--- src/rtl/move_sched.sv ---
// Time-multiplexed physics scheduler: one combinational move unit shared across NUM_OBJ slots.
// Vector buses pack x in the upper half and y in the lower half (pos 2x16, rem/spd 2x32).
module move_sched #(
    parameter int NUM_OBJ = 4,
    parameter int IDX_W   = $clog2(NUM_OBJ)
) (
    input  logic             clk_i,
    input  logic             rst_ni,
    input  logic             frame_tick_i,
    output logic             busy_o,
    output logic             done_o,
    output logic [7:0]       overrun_cnt_o,
    input  logic             wr_en_i,
    input  logic [IDX_W-1:0] wr_idx_i,
    output logic             wr_ready_o,
    input  logic [31:0]      wr_pos_i,
    input  logic [63:0]      wr_rem_i,
    input  logic [63:0]      wr_spd_i,
    input  logic             wr_active_i,
    input  logic [IDX_W-1:0] rd_idx_i,
    output logic [31:0]      rd_pos_o,
    output logic [63:0]      rd_spd_o,
    output logic             rd_active_o,
    output logic [31:0]      mv_pos_o,
    output logic [63:0]      mv_rem_o,
    output logic [63:0]      mv_spd_o,
    input  logic [31:0]      mv_pos_i,
    input  logic [63:0]      mv_rem_i,
    input  logic [63:0]      mv_spd_i
);
    typedef enum logic [1:0] {S_IDLE, S_ISSUE, S_WRITEBACK, S_DONE} state_t;

    state_t             state_q, state_d;
    logic [IDX_W-1:0]   idx_q;
    logic               pending_q;
    logic [7:0]         overrun_q;
    logic [31:0]        pos_q [NUM_OBJ];
    logic [63:0]        rem_q [NUM_OBJ];
    logic [63:0]        spd_q [NUM_OBJ];
    logic [NUM_OBJ-1:0] act_q;
    logic               last_slot;
    logic               cur_act;
    logic               tick_busy;

    assign last_slot     = (idx_q == IDX_W'(NUM_OBJ - 1));
    assign cur_act       = act_q[idx_q];
    assign tick_busy     = frame_tick_i && (state_q != S_IDLE);
    assign overrun_cnt_o = overrun_q;

    always_ff @(posedge clk_i or negedge rst_ni) begin
        if (!rst_ni) state_q <= S_IDLE;
        else         state_q <= state_d;
    end

    // A tick that arrived during DONE leaves pending set, so IDLE starts on it too.
    always_comb begin
        state_d = state_q;
        case (state_q)
            S_IDLE:      if (frame_tick_i || pending_q) state_d = S_ISSUE;
            S_ISSUE:     if (cur_act)                   state_d = S_WRITEBACK;
                         else if (last_slot)            state_d = S_DONE;
            S_WRITEBACK: state_d = last_slot ? S_DONE : S_ISSUE;
            S_DONE:      state_d = pending_q ? S_ISSUE : S_IDLE;
            default:     state_d = S_IDLE;
        endcase
    end

    always_comb begin
        busy_o     = (state_q != S_IDLE);
        done_o     = (state_q == S_DONE);
        wr_ready_o = (state_q == S_IDLE);
    end

    always_ff @(posedge clk_i or negedge rst_ni) begin
        if (!rst_ni) begin
            idx_q     <= '0;
            pending_q <= 1'b0;
            overrun_q <= '0;
        end else begin
            if (state_d == S_ISSUE && (state_q == S_IDLE || state_q == S_DONE))
                idx_q <= '0;
            else if ((state_q == S_ISSUE && !cur_act && !last_slot) ||
                     (state_q == S_WRITEBACK && !last_slot))
                idx_q <= idx_q + 1'b1;

            if ((state_q == S_DONE || state_q == S_IDLE) && pending_q)
                pending_q <= 1'b0;
            else if (tick_busy)
                pending_q <= 1'b1;

            if (tick_busy && pending_q && overrun_q != 8'hFF)
                overrun_q <= overrun_q + 8'd1;
        end
    end

    // Slot register file: host writes only in IDLE, move results only in WRITEBACK.
    always_ff @(posedge clk_i or negedge rst_ni) begin
        if (!rst_ni) begin
            for (int i = 0; i < NUM_OBJ; i++) begin
                pos_q[i] <= '0;
                rem_q[i] <= '0;
                spd_q[i] <= '0;
            end
            act_q <= '0;
        end else if (state_q == S_IDLE && wr_en_i) begin
            pos_q[wr_idx_i] <= wr_pos_i;
            rem_q[wr_idx_i] <= wr_rem_i;
            spd_q[wr_idx_i] <= wr_spd_i;
            act_q[wr_idx_i] <= wr_active_i;
        end else if (state_q == S_WRITEBACK) begin
            pos_q[idx_q] <= mv_pos_i;
            rem_q[idx_q] <= mv_rem_i;
            spd_q[idx_q] <= mv_spd_i;
        end
    end

    always_ff @(posedge clk_i or negedge rst_ni) begin
        if (!rst_ni) begin
            rd_pos_o    <= '0;
            rd_spd_o    <= '0;
            rd_active_o <= 1'b0;
        end else begin
            rd_pos_o    <= pos_q[rd_idx_i];
            rd_spd_o    <= spd_q[rd_idx_i];
            rd_active_o <= act_q[rd_idx_i];
        end
    end

    // Operand registers stay put through skipped slots so move sees stable inputs.
    always_ff @(posedge clk_i or negedge rst_ni) begin
        if (!rst_ni) begin
            mv_pos_o <= '0;
            mv_rem_o <= '0;
            mv_spd_o <= '0;
        end else if (state_q == S_ISSUE && cur_act) begin
            mv_pos_o <= pos_q[idx_q];
            mv_rem_o <= rem_q[idx_q];
            mv_spd_o <= spd_q[idx_q];
        end
    end
endmodule

--- config.mk ---
export PLATFORM = sky130hd
export DESIGN_NAME = move_sched
export DESIGN_NICKNAME = d
export VERILOG_FILES = /design/src/rtl/move_sched.sv
export SDC_FILE = /design/constraint.sdc
export NUM_CORES = 2
export LEC_CHECK = 0
export CORE_ASPECT_RATIO = 0.9
export CORE_UTILIZATION = 50
export CTS_BUF_LIST = sky130_fd_sc_hd__clkbuf_8
export DETAILED_ROUTE_END_ITERATION = 8
export DONT_BUFFER_PORTS = 1
export PLACE_DENSITY_LB_ADDON = 0.15
export SYNTH_ARGS = -nofsm -noshare
export SYNTH_HDL_FRONTEND = slang
export SYNTH_SLANG_ARGS = --single-unit
--- constraint.sdc ---
create_clock -name clk_i -period 2.7 [get_ports clk_i]
set_clock_uncertainty 0.05 [all_clocks]
set_input_delay 0.54 -clock clk_i [delete_from_list [all_inputs] [get_ports clk_i]]
set_output_delay 0.54 -clock clk_i [all_outputs]
set_load 0.02 [all_outputs]
==> metrics.md <==
| Metric | Value |
|---|---|
| Final Instance Area | `slightly above 50000 sq um` |
| Drt wl/cell | `between 20 and 30 um` |
| Drt pass-1 iters | `7` |
| Total Wirelength | `~150000 um` |
| FILL cells | `~6600` |
| Vias/cell | `6.71` |
| Mapped cell area | `between 40000 and 50000 sq um` |
| Post-layout util | `60.7%` |
| Highest net fanout along the worst path | `78` |
| Max Slew Vio Count | `0` |
| Combinational share of power | `37.8%` |
| Sequential group share of total power | `43.2%` |
| RSZ-0062 raised after global routing | `false` |
| Setup violations, final | `0` |
| Clock share of power | `a little under a fifth` |
| Syn avg cell area | `roughly 12 sq um` |
| Cell chain of the critical path | `inv_1 > ha_4 > buf_4 > buf_4 > and4b_4 > buf_4 > o21ai_4 > buf_12 > nand2_1 > o21ai_0` |
| Die X | `approximately 310 um` |
| Routed Antenna Nets | `0` |
| Slack of the critical path | `between 0.09 and 0.1 ns` |
| WP data arrival | `between 3 and 4 ns` |
| Most common library cells after synthesis | `dfrtp_1, nand2_1, a22oi_1, o21ai_0, mux4_2` |
| 1st-iter DRT viols | `approximately 4400` |
| Worst Tran Pin Value | `1.12 ns` |
| VDD IR-drop max | `approximately 790 uV` |
| Most frequent cell after synthesis | `dfrtp_1` |
| Pint | `0.0370 W` |
| Crit path capture type | `flop` |
| Placer Congestion | `0.840` |
| Area of the multi-input gates | `about 19000 sq um` |
| Crit path buf inv count | `5` |
| Post-Synthesis Cells | `between 3000 and 4000` |
| CTS buffer count | `151` |
| Initial Utilization | `between 50 and 60%` |
| Initial antenna violation count | `35` |
| Hold WC Path Type | `in2async` |
| Post-synthesis cell type count | `between 40 and 50` |
| Largest net degree at the start of global routing | `around 920` |
| Crit Path Class | `reg2reg` |
| CTS max path bufs | `3` |
| Post-synth top area share | `between 50 and 60%` |
| Largest cells by area after synthesis | `dfrtp_1, mux4_2, a22oi_1` |
| Sequential cell area | `22900 sq um` |
| Post-layout nets | `between 4000 and 5000` |
| Main synth FF type | `dfrtp_1` |
| CP Data Required Time | `roughly 3.4 ns` |
| CTS root buf | `clkbuf_8` |
| Die area | `87300 sq um` |
| CP Launch Type | `flop` |
| Period utilization | `a little over nine tenths` |
| Crit-path leading delay family | `buffers and inverters` |
| Share of cells above drive strength 1 | `about 18%` |
| Power Density | `between 1000 and 1500 nW/um^2` |
| Failing checks | `hold timing` |
| Syn. warnings | `0` |
| Post-synthesis async set-or-reset flop share | `100%` |
| CTS clk-pin slew, worst paths | `about 0.060 ns` |
| Gr usage total | `between 30 and 40%` |
| Core Area | `between 80000 and 90000 sq um` |
| Clk sinks | `between 900 and 1000` |
| Switch share | `40.2%` |
| CTS tree | `built` |
| Final hold slack | `-0.629 ns` |
| Leading area contributor after synthesis | `dfrtp_1` |
| Cell repeated most along the worst path | `buf_4` |
| Post-Place Worst Slack | `0.134 ns` |
| FF+latch count, synth | `about 900` |
| PortBufs | `0` |
| Dpl cell area | `roughly 44000 sq um` |
| Dpl hpwl | `81600 um` |
| Via Count | `35200` |
| Status | `finished, violations left` |
| Area delta synth->final | `19.5%` |
| Switch Pwr | `about 0.025 W` |
| MaxCap Viol Count | `0` |
| First-pass GRT wire length | `about 220000 um` |
| Syn Nets | `slightly above 4000` |
| Final hold violations | `approximately 440` |
| Die Height | `280 um` |
| Max H-tree Level | `4` |
| Clk_lat worst skew | `0.82 ns` |
| Biggest cell delay along the critical path | `~0.47 ns` |
| DRC | `0` |
| Grt ovf | `0` |
| Max Freq | `between 300 and 400 MHz` |
| Via count of the first global-routing pass | `36600` |
| Sequential fraction of the synthesis area | `between 50% and 60%` |
| Final Critical Period | `between 2 and 3 ns` |
| Post-synth EDFFs | `0` |
| Setup TNS | `0 ns` |
| CP max-delay cell | `buf_12` |
| Row Count | `101` |
| Relative max-transition margin | `about 25%` |
| Static leakage | `21.5 nW` |
| Post-CTS Hold Fix Bufs | `380` |
| IO Pins | `about 600` |
-- flip-flops by register name, indices dropped and copies added (netlist names) --
register and cells:
act_q 4, idx_q 2, mv_pos_o 32, mv_rem_o 64, mv_spd_o 64, overrun_cnt_o 8
pending_q 1, pos_q 128, rd_active_o 1, rd_pos_o 32, rd_spd_o 64, rem_q 256
spd_q 256, state_q 2
-- path summary, 6_finish.rpt --
path | from | to | slack (ns) | cells past startpoint
max | state_q[1] | spd_q[136] | 0.09 | 10
min in group clk_i | frame_tick_i | state_q[1] | 0.06 | 3
min | rst_ni | rd_pos_o[17] | -0.63 | 0
max in group asynchronous | rst_ni | rem_q[41] | 1.00 | 2
max reg2reg | state_q[1] | spd_q[136] | 0.09 | 10
min reg2reg | rem_q[125] | rem_q[125] | 0.43 | 2
-- cells by family (layout without fill, tap and decap cells) --
family,after synthesis,count (layout),synth area share [%]
flip-flops,914,914,53.1
other,0,39,0
adder cells (fa/ha/maj),10,10,0.291
AO/OA/AOI/OAI,1302,1302,19.0
XOR/XNOR,8,8,0.163
multiplexers,425,425,17.8
buffers and inverters,367,743,3.62
AND/OR/NAND/NOR,668,668,5.99
-- metrics by stage --
step | std cells | power [W]
6_report | 5242 | 0.0618
3_5_place_dp | 4557 | 0.0481
3_3_place_gp | 4557 | 0.0469
4_1_cts | 5192 | 0.0611
2_1_floorplan | 3694 | 0.0405
5_1_grt | 5234 | 0.0651
-- cell type report --
type                    instances  area share (%)
diodes                         39           0.190
clock buffers                 183            4.89
clock inverters                70           0.639
inverters                       7          0.0583
multi-input cells            2413            36.4
flip-flops and latches        914            44.5
well taps                    1133            2.75
repair buffers                483            10.6
-- cells in the final DEF (no fill, tap or decap), types with 2 or more instances in the layout --
master / synthesis / routed
nand2_1: 647 / 647
buf_12: 0 / 52
clkinv_2: 0 / 5
mux2_2: 165 / 165
dfrtp_4: 0 / 2
inv_1: 7 / 63
nor3_1: 2 / 2
clkinvlp_4: 0 / 2
xor2_1: 2 / 2
ha_1: 10 / 9
mux2i_1: 2 / 2
a22oi_1: 640 / 640
o21ai_1: 37 / 37
buf_4: 14 / 41
nand3_1: 2 / 2
dfrtp_1: 914 / 912
buf_16: 0 / 8
mux4_2: 257 / 257
a21boi_4: 0 / 4
o21ai_4: 0 / 4
xnor2_1: 6 / 6
clkbuf_16: 0 / 3
inv_6: 0 / 6
dlygate4sd3_1: 0 / 378
nand4_1: 3 / 3
a21oi_1: 2 / 2
o22ai_1: 2 / 2
clkbuf_8: 0 / 183
and4b_4: 0 / 2
diode_2: 0 / 39
o21ai_0: 604 / 604
-- power groups by stage --
stage | registers, W | clock network (W) | logic [W]
final | 0.0267 | 0.0118 | 0.0233
after global routing | 0.0273 | 0.0126 | 0.0253
after CTS | 0.0265 | 0.0119 | 0.0226
after detailed placement | 0.0268 | 0 | 0.0213
after global placement | 0.0262 | 0 | 0.0207
after floorplan | 0.0249 | 0 | 0.0156
-- timing repair --
item                                    4_1_cts  5_1_grt
cloned                                        0        3
pin swaps                                     1        1
endpoints found under the setup margin        2        6
hold endpoints to repair                   1657      454
buffers inserted                              2        4
gates resized for setup                       3        4
-- routing by layer --
layer | routed length, um | track usage [%]
met2 | 71700 | 53.7
met4 | 6570 | 17.2
met3 | 15100 | 8.33
met1 | 54400 | 42.2
met5 | 51 | 0
Power figures use the tool's default switching activity.
